===== config.mk =====
export PLATFORM = sky130hd
export DESIGN_NAME = uart_tx
export DESIGN_NICKNAME = d
export VERILOG_FILES = /design/src/rtl/uart_tx.sv
export SDC_FILE = /design/constraint.sdc
export NUM_CORES = 1
export LEC_CHECK = 0
export CAP_MARGIN = 20
export CORE_ASPECT_RATIO = 1.1
export CORE_UTILIZATION = 53
export DETAILED_ROUTE_END_ITERATION = 8
export HOLD_SLACK_MARGIN = 0.12
export PLACE_DENSITY_LB_ADDON = 0.1
export SLEW_MARGIN = 20
export SYNTH_ARGS = -nofsm -noshare
export SYNTH_HDL_FRONTEND = slang
export SYNTH_SLANG_ARGS = --single-unit
export TNS_END_PERCENT = 20

===== constraint.sdc =====
create_clock -name i_clk -period 2.5 [get_ports i_clk]
set_input_delay 0.375 -clock i_clk [delete_from_list [all_inputs] [get_ports i_clk]]
set_output_delay 0.375 -clock i_clk [all_outputs]
set_load 0.005 [all_outputs]

===== src/rtl/uart_tx.sv =====
// Buffered 8N1 UART transmitter: a small byte FIFO on a valid/ready write port
// feeding a bit-timer FSM that shifts each byte out LSB-first on o_txd.
module uart_tx #(
    parameter int CLKS_PER_BIT = 104,
    parameter int FIFO_DEPTH   = 4,
    parameter int CNT_W        = 3
) (
    input  logic             i_clk,
    input  logic             i_rst,
    input  logic             i_valid,
    input  logic [7:0]       i_data,
    output logic             o_ready,
    output logic             o_busy,
    output logic [CNT_W-1:0] o_fifo_count,
    output logic             o_txd
);

    localparam int PTR_W = $clog2(FIFO_DEPTH);
    localparam int TMR_W = $clog2(CLKS_PER_BIT);
    localparam logic [TMR_W-1:0] TMR_LOAD = TMR_W'(CLKS_PER_BIT - 1);
    localparam logic [CNT_W-1:0] FULL     = CNT_W'(FIFO_DEPTH);

    typedef enum logic [1:0] {IDLE, START, DATA, STOP} state_t;

    logic [7:0]       mem [FIFO_DEPTH];
    logic [PTR_W-1:0] wr_ptr_reg;
    logic [PTR_W-1:0] rd_ptr_reg;
    logic [CNT_W-1:0] count_reg;
    state_t           state_reg;
    logic [TMR_W-1:0] timer_reg;
    logic [2:0]       index_reg;
    logic [7:0]       shift_reg;
    logic             txd_reg;

    logic push;
    logic pop;
    logic timer_done;

    // Fullness is judged on the pre-edge count, so a pop on the same edge
    // never makes room for a write.
    assign push       = i_valid && (count_reg != FULL);
    assign timer_done = (timer_reg == '0);
    assign pop        = (count_reg != '0) &&
                        ((state_reg == IDLE) || ((state_reg == STOP) && timer_done));

    always_ff @(posedge i_clk) begin
        if (push) begin
            mem[wr_ptr_reg] <= i_data;
        end
    end

    always_ff @(posedge i_clk) begin
        if (i_rst) begin
            wr_ptr_reg <= '0;
            rd_ptr_reg <= '0;
            count_reg  <= '0;
            state_reg  <= IDLE;
            timer_reg  <= '0;
            index_reg  <= '0;
            shift_reg  <= '0;
            txd_reg    <= 1'b1;
        end else begin
            if (push) begin
                wr_ptr_reg <= wr_ptr_reg + 1'b1;
            end
            if (pop) begin
                rd_ptr_reg <= rd_ptr_reg + 1'b1;
            end
            case ({push, pop})
                2'b10:   count_reg <= count_reg + 1'b1;
                2'b01:   count_reg <= count_reg - 1'b1;
                default: count_reg <= count_reg;
            endcase

            case (state_reg)
                IDLE: begin
                    txd_reg <= 1'b1;
                    if (pop) begin
                        shift_reg <= mem[rd_ptr_reg];
                        timer_reg <= TMR_LOAD;
                        txd_reg   <= 1'b0;
                        state_reg <= START;
                    end
                end
                START: begin
                    if (timer_done) begin
                        txd_reg   <= shift_reg[0];
                        timer_reg <= TMR_LOAD;
                        index_reg <= '0;
                        state_reg <= DATA;
                    end else begin
                        timer_reg <= timer_reg - 1'b1;
                    end
                end
                DATA: begin
                    if (timer_done) begin
                        timer_reg <= TMR_LOAD;
                        if (index_reg == 3'd7) begin
                            txd_reg   <= 1'b1;
                            state_reg <= STOP;
                        end else begin
                            shift_reg <= shift_reg >> 1;
                            txd_reg   <= shift_reg[1];
                            index_reg <= index_reg + 1'b1;
                        end
                    end else begin
                        timer_reg <= timer_reg - 1'b1;
                    end
                end
                STOP: begin
                    if (timer_done) begin
                        // Chain straight into the next start bit when data is waiting.
                        if (pop) begin
                            shift_reg <= mem[rd_ptr_reg];
                            timer_reg <= TMR_LOAD;
                            txd_reg   <= 1'b0;
                            state_reg <= START;
                        end else begin
                            state_reg <= IDLE;
                        end
                    end else begin
                        timer_reg <= timer_reg - 1'b1;
                    end
                end
                default: state_reg <= IDLE;
            endcase
        end
    end

    assign o_ready      = (count_reg != FULL);
    assign o_busy       = (state_reg != IDLE) || (count_reg != '0);
    assign o_fifo_count = count_reg;
    assign o_txd        = txd_reg;

endmodule


==> flow_summary.yaml, run 1 <==
floorplanning:
  start_util: 0.559
  io_pins: 17
  coreArea_um2: 5470
  die_x_um: 74.4
  die_h_um: 81.7
  rows: 28
  die-area_um2: 6080
global_routing:
  overflow: 0
  grtUsageTotal: 0.220
  antenna_found_initial: 0
  grt_pass1_wl_um: 9720
  grt_use_met2: 0.338
  grt_pass1_vias: 1958
  grt_max_degree: 17
  grt.busiest_layer: "met2"
  met1_usage: 0.290
  use_met3: 0.0515
finish:
  fin_cells: 352
  drive_above_1_share: 0.206
  fillers: 438
  final_common_cell: "edfxtp_1"
  diodes: 0
  final_cell_mix: "edfxtp_1 (32), dfxtp_1 (30), a21oi_1 (17)"
  final_nets: 297
  finish.instance_area_um2: 3480
  syn2layout_area_growth_pct: 14.0
  largest_reg_flops: 32
pwr:
  peakVddDrop_uv: 552
  cellPowerDensity_nw_per_um2: 1210
  finalPower_w: 0.00421
  leakage_nw: 1.29
min_path:
  min_path_cells: 2
  min_path_type: "reg2reg"
setup_path:
  critPathArrivalTime_ns: 2.65
  cp_num_buf_inv: 1
  path_delay_family: "adder cells"
  crit_path_start_kind: "register"
  path_class: "reg2reg"
  path_cells: "inv_1 > ha_1 > nor3b_1 > a31oi_2 > nor2_1 > ha_1 > fa_1 > xnor2_1 > or3_1 > a21oi_2"
  cpMostUsedCell: "ha_1"
  critical-path-max-stage-delay_ns: 0.40
  rr_worst_depth: 10
  crit_fanout: 3
  cp_data_required_time_ns: 2.78
  critPathCaptureType: "register"
  cp.depth: 10
  cp_slowest_cell: "fa_1"
yosys:
  syn-num-nets: 272
  ys_ff_latch: 62
  async_reset_ff_frac: 0
  synth_top_area_frac: 0.314
  yosys_warnings: 0
  synth_area_um2: 3060
  synth_cells: 247
  seq_area_frac_synth: 0.511
  synth_area_leaders: "edfxtp_1 (31%), dfxtp_1 (20%), mux4_2 (5.9%), ha_1 (5.3%), a21oi_1 (2.9%)"
  synth_top_area_cell: "edfxtp_1"
  synth_cell_type_count: 55
  synth-edff-count: 32
  ys.flop_type: "edfxtp_1"
  syn_area_per_cell_um2: 12.4
cts:
  cts.sinks: 62
  numCtsBuffers: 9
  clockBufferDepth: 2
  clockRootBuffer: "clkbuf_8"
  clk_pin_slew_worst_paths_ns: 0.08
  clkLatencyLatePin_ns: 0.34
  cts_tree: "yes"
  holdBufCountCts: 0
  h-tree-depth: 3
drt:
  dr_total_vias: 2101
  route.detailed.drc: 0
  first_iter_violations: 161
  dr.pass1.iters: 4
  ant_nets: 0
  wl_um: 5910
  vias_per_cell: 5.97
  wl_per_cell_um: 16.8
sta:
  max_freq_mhz: 421
  hold_slack_ns: 0.479
  tightest_slew_ns: 0.649
  finalMaxSlewViolations: 0
  fin_ws_ns: 0.126
  hold_viol_final: 0
  min_period_over_period: 0.950
  relSlewSlack: 0.567
  fin_worst_skew_ns: 0.0106
  period_minus_slack_ns: 2.37
  final-setup-viol-count: 0
place:
  io_buffers: 16
  placed_cell_area_um2: 3290
  preCtsSetupSlack_ns: 0.0848
  gp_congestion: 0.879
  dp_cells: 335
  dpl.hpwl_um: 3990
job:
  cap_violations: 0
run_status:
  status: "complete, no violations"
## stage by stage
stage	TNS, ns	util
floorplan	0	-
global placement	0	0.603
detailed placement	0	0.603
CTS	0	0.634
global route	-0.0273	0.638
finish	0	0.638
## synth_stat cells (5+ instances only)
cell / number
a211oi_1: 11
a21oi_1: 18
a41o_1: 7
and3_1: 5
dfxtp_1: 30
edfxtp_1: 32
ha_1: 13
inv_1: 11
mux2i_1: 9
mux4_2: 8
nand2_1: 9
nor2_1: 8
o21ai_0: 10
## final cells by class
cell class | count | area, um2 | area share
sequential | 62 | 1560 | 0.448
multi-input combinational | 158 | 1350 | 0.389
timing repair buffer | 29 | 258 | 0.0740
clock buffer | 9 | 124 | 0.0355
tap | 75 | 93.8 | 0.0269
clock inverter | 7 | 48.8 | 0.0140
inverter | 12 | 45.0 | 0.0129
## path summary, 6_finish.rpt
path	from	to	slack, ns
setup / recovery	timer_reg[0]$_SDFF_PP0_	o_fifo_count[2]$_SDFFE_PP0P_	0.13
hold reg to reg	shift_reg[7]$_SDFFE_PP0P_	shift_reg[7]$_SDFFE_PP0P_	0.48
hold / removal	shift_reg[7]$_SDFFE_PP0P_	shift_reg[7]$_SDFFE_PP0P_	0.48
setup reg to reg	timer_reg[0]$_SDFF_PP0_	o_fifo_count[2]$_SDFFE_PP0P_	0.13
## timing repair
action | CTS | global route
resized for setup | 0 | 2
setup endpoints to repair | 0 | 1
buffers inserted | 0 | 1
## worst register-to-register path: stages, from the launching register on
cell and delay (ns):
dfxtp_1 0.34, inv_1 0.07, ha_1 0.21, nor3b_1 0.17, a31oi_2 0.20, nor2_1 0.09
ha_1 0.23, fa_1 0.40, xnor2_1 0.14, or3_1 0.33, a21oi_2 0.13
## report_power, final
part,switching (W),internal [W]
Clock,0.000417,0.000360
Combinational,0.00108,0.000881
Sequential,0.000175,0.00130
## cell families after synthesis
kind of cell | Yosys count | synth area share
xor gates and xnor gates | 3 | 0.00860
buffers and inverters | 27 | 0.0495
DFF | 62 | 0.511
AOI/OAI and AO/OA | 76 | 0.194
adders and majority gates | 14 | 0.0598
and+or+nand+nor | 48 | 0.0892
muxes | 17 | 0.0884
## layer usage
| layer | part of all wire | vias to the layer above |
|---|---|---|
| li1 | - | 1027 |
| met1 | 0.44 | 1015 |
| met2 | 0.49 | 44 |
| met3 | 0.038 | 15 |
| met4 | 0.026 | 0 |
| met5 | 0 | - |
Note: power is estimated with default switching activity, not from simulation.
==> inputs of run 2 (changes only) <==
==> constraint.sdc (replaced) <==
create_clock -name i_clk -period 2.5 [get_ports i_clk]
set_input_delay 0.625 -clock i_clk [delete_from_list [all_inputs] [get_ports i_clk]]
set_output_delay 0.625 -clock i_clk [all_outputs]
set_load 0.005 [all_outputs]
==> run 2 against run 1 <==
Sequential power is essentially flat. Via count shrank 1.2%. Combinational power shrank 4%. Critical path type is now reg2out. Largest power group unchanged. Highest routed layer unchanged.
==> flow_summary.yaml, run 2 (synthesis results as in run 1) <==
run_status:
  status: "complete, no violations"
finish:
  final_cell_mix: "edfxtp_1 (32), dfxtp_1 (27), a21oi_1 (17)"
  fin_cells: 349
  fin_util: 0.637
  final_nets: 294
  syn2layout_area_growth_pct: 14.0
  final_common_cell: "edfxtp_1"
  drive_above_1_share: 0.219
  fillers: 443
  largest_reg_flops: 32
  diodes: 0
setup_path:
  critPathArrivalTime_ns: 1.79
  crit_path_start_kind: "register"
  path_delay_family: "buffers and inverters"
  cp_num_buf_inv: 3
  crit_fanout: 6
  critical-path-max-stage-delay_ns: 0.51
  cp_data_required_time_ns: 1.88
  cp_slowest_cell: "clkdlybuf4s50_1"
  path_cells: "inv_1 > ha_1 > buf_4 > nand2_1 > clkdlybuf4s50_1"
  critPathCaptureType: "output pin"
  path_class: "reg2out"
drt:
  dr.pass1.iters: 4
  wl_per_cell_um: 16.6
  ant_nets: 0
  wl_um: 5790
  vias_per_cell: 5.95
  first_iter_violations: 117
  dr_total_vias: 2075
  route.detailed.drc: 0
pwr:
  cellPowerDensity_nw_per_um2: 1200
  leakage_nw: 1.28
  peakVddDrop_uv: 546
sta:
  hold_viol_final: 0
  relSlewSlack: 0.572
  max_freq_mhz: 413
  min_period_over_period: 0.967
  tightest_slew_ns: 0.642
  finalMaxSlewViolations: 0
  fin_ws_ns: 0.0813
  fin_worst_skew_ns: 0.0117
  period_minus_slack_ns: 2.42
  final-setup-viol-count: 0
place:
  preCtsSetupSlack_ns: -0.0249
  gp_congestion: 0.854
  io_buffers: 16
  dp_cells: 333
  dpl.hpwl_um: 3950
floorplanning:
  rows: 28
  coreArea_um2: 5470
  start_util: 0.559
  io_pins: 17
  die_x_um: 74.4
  die-area_um2: 6080
  die_h_um: 81.7
cts:
  clkLatencyLatePin_ns: 0.35
  holdBufCountCts: 0
  numCtsBuffers: 9
  cts_tree: "yes"
  clockBufferDepth: 2
  cts.sinks: 62
  clockRootBuffer: "clkbuf_8"
  clk_pin_slew_worst_paths_ns: 0.07
  h-tree-depth: 3
min_path:
  min_path_type: "reg2reg"
global_routing:
  grt_pass1_vias: 2020
  grt_pass1_wl_um: 9580
  overflow: 0
  grtUsageTotal: 0.216
  grt_max_degree: 20
  antenna_found_initial: 0
job:
  cap_violations: 0
[run 2: path summary, 6_finish.rpt]
| check | end | cells after the start | slack [ns] | startpoint |
|---|---|---|---|---|
| max | o_busy | 5 | 0.08 | state_reg[0]$_SDFFE_PP0P_ |
| min | shift_reg[7]$_SDFFE_PP0P_ | 2 | 0.47 | shift_reg[7]$_SDFFE_PP0P_ |
| max reg2reg | o_fifo_count[2]$_SDFFE_PP0P_ | 10 | 0.14 | timer_reg[0]$_SDFF_PP0_ |
| min reg2reg | shift_reg[7]$_SDFFE_PP0P_ | 2 | 0.47 | shift_reg[7]$_SDFFE_PP0P_ |
[run 2: cell type report]
type	count	area (um2)	share of cell area
Clock buffer	9	124	0.0356
Clock inverter	7	56.3	0.0162
Inverter	12	45.0	0.0129
Multi-Input combinational cell	158	1360	0.392
Sequential cell	62	1570	0.449
Tap cell	75	93.8	0.0269
Timing Repair Buffer	26	235	0.0675
[run 2: repair_timing]
action,in CTS,in global routing
pin swaps,1,1
setup endpoints to repair,1,2
gates resized for setup,0,8
cloned,0,0
buffers inserted,0,0
[run 2: metal layers]
metal / GRT usage / routed length (um) / vias up
li1: - / - / 1023
met1: 0.256 / 2520 / 1003
met2: 0.359 / 2900 / 41
met3: 0.0687 / 300 / 8
met4: 0.0981 / 69 / 0
met5: 0 / 0 / -
[run 2: worst min-delay path: cells and delay by family, from the launching register on]
kind             cells  cell delay, ns
AND/OR/NAND/NOR      1            0.06
flip-flops           1            0.32
AO/OA/AOI/OAI        1            0.06
[run 2: per-stage QoR]
| step | hold WS (ns) | TNS (ns) | power [W] | area, um2 |
|---|---|---|---|---|
| floorplan | 0.448 | 0 | 0.00294 | 3060 |
| global placement | 0.456 | -0.00167 | 0.00334 | 3280 |
| detailed placement | 0.466 | -0.0249 | 0.00335 | 3280 |
| CTS | 0.476 | 0 | 0.00417 | 3460 |
| global route | 0.502 | -0.0479 | 0.00447 | 3480 |
| finish | 0.474 | 0 | 0.00419 | 3480 |
[run 2: power breakdown]
group | total (W) | switching (W) | internal [W]
Clock | 0.000809 | 0.000438 | 0.000371
Sequential | 0.00149 | 0.000190 | 0.00130
Combinational | 0.00189 | 0.00104 | 0.000850
Total | 0.00419 | 0.00167 | 0.00252
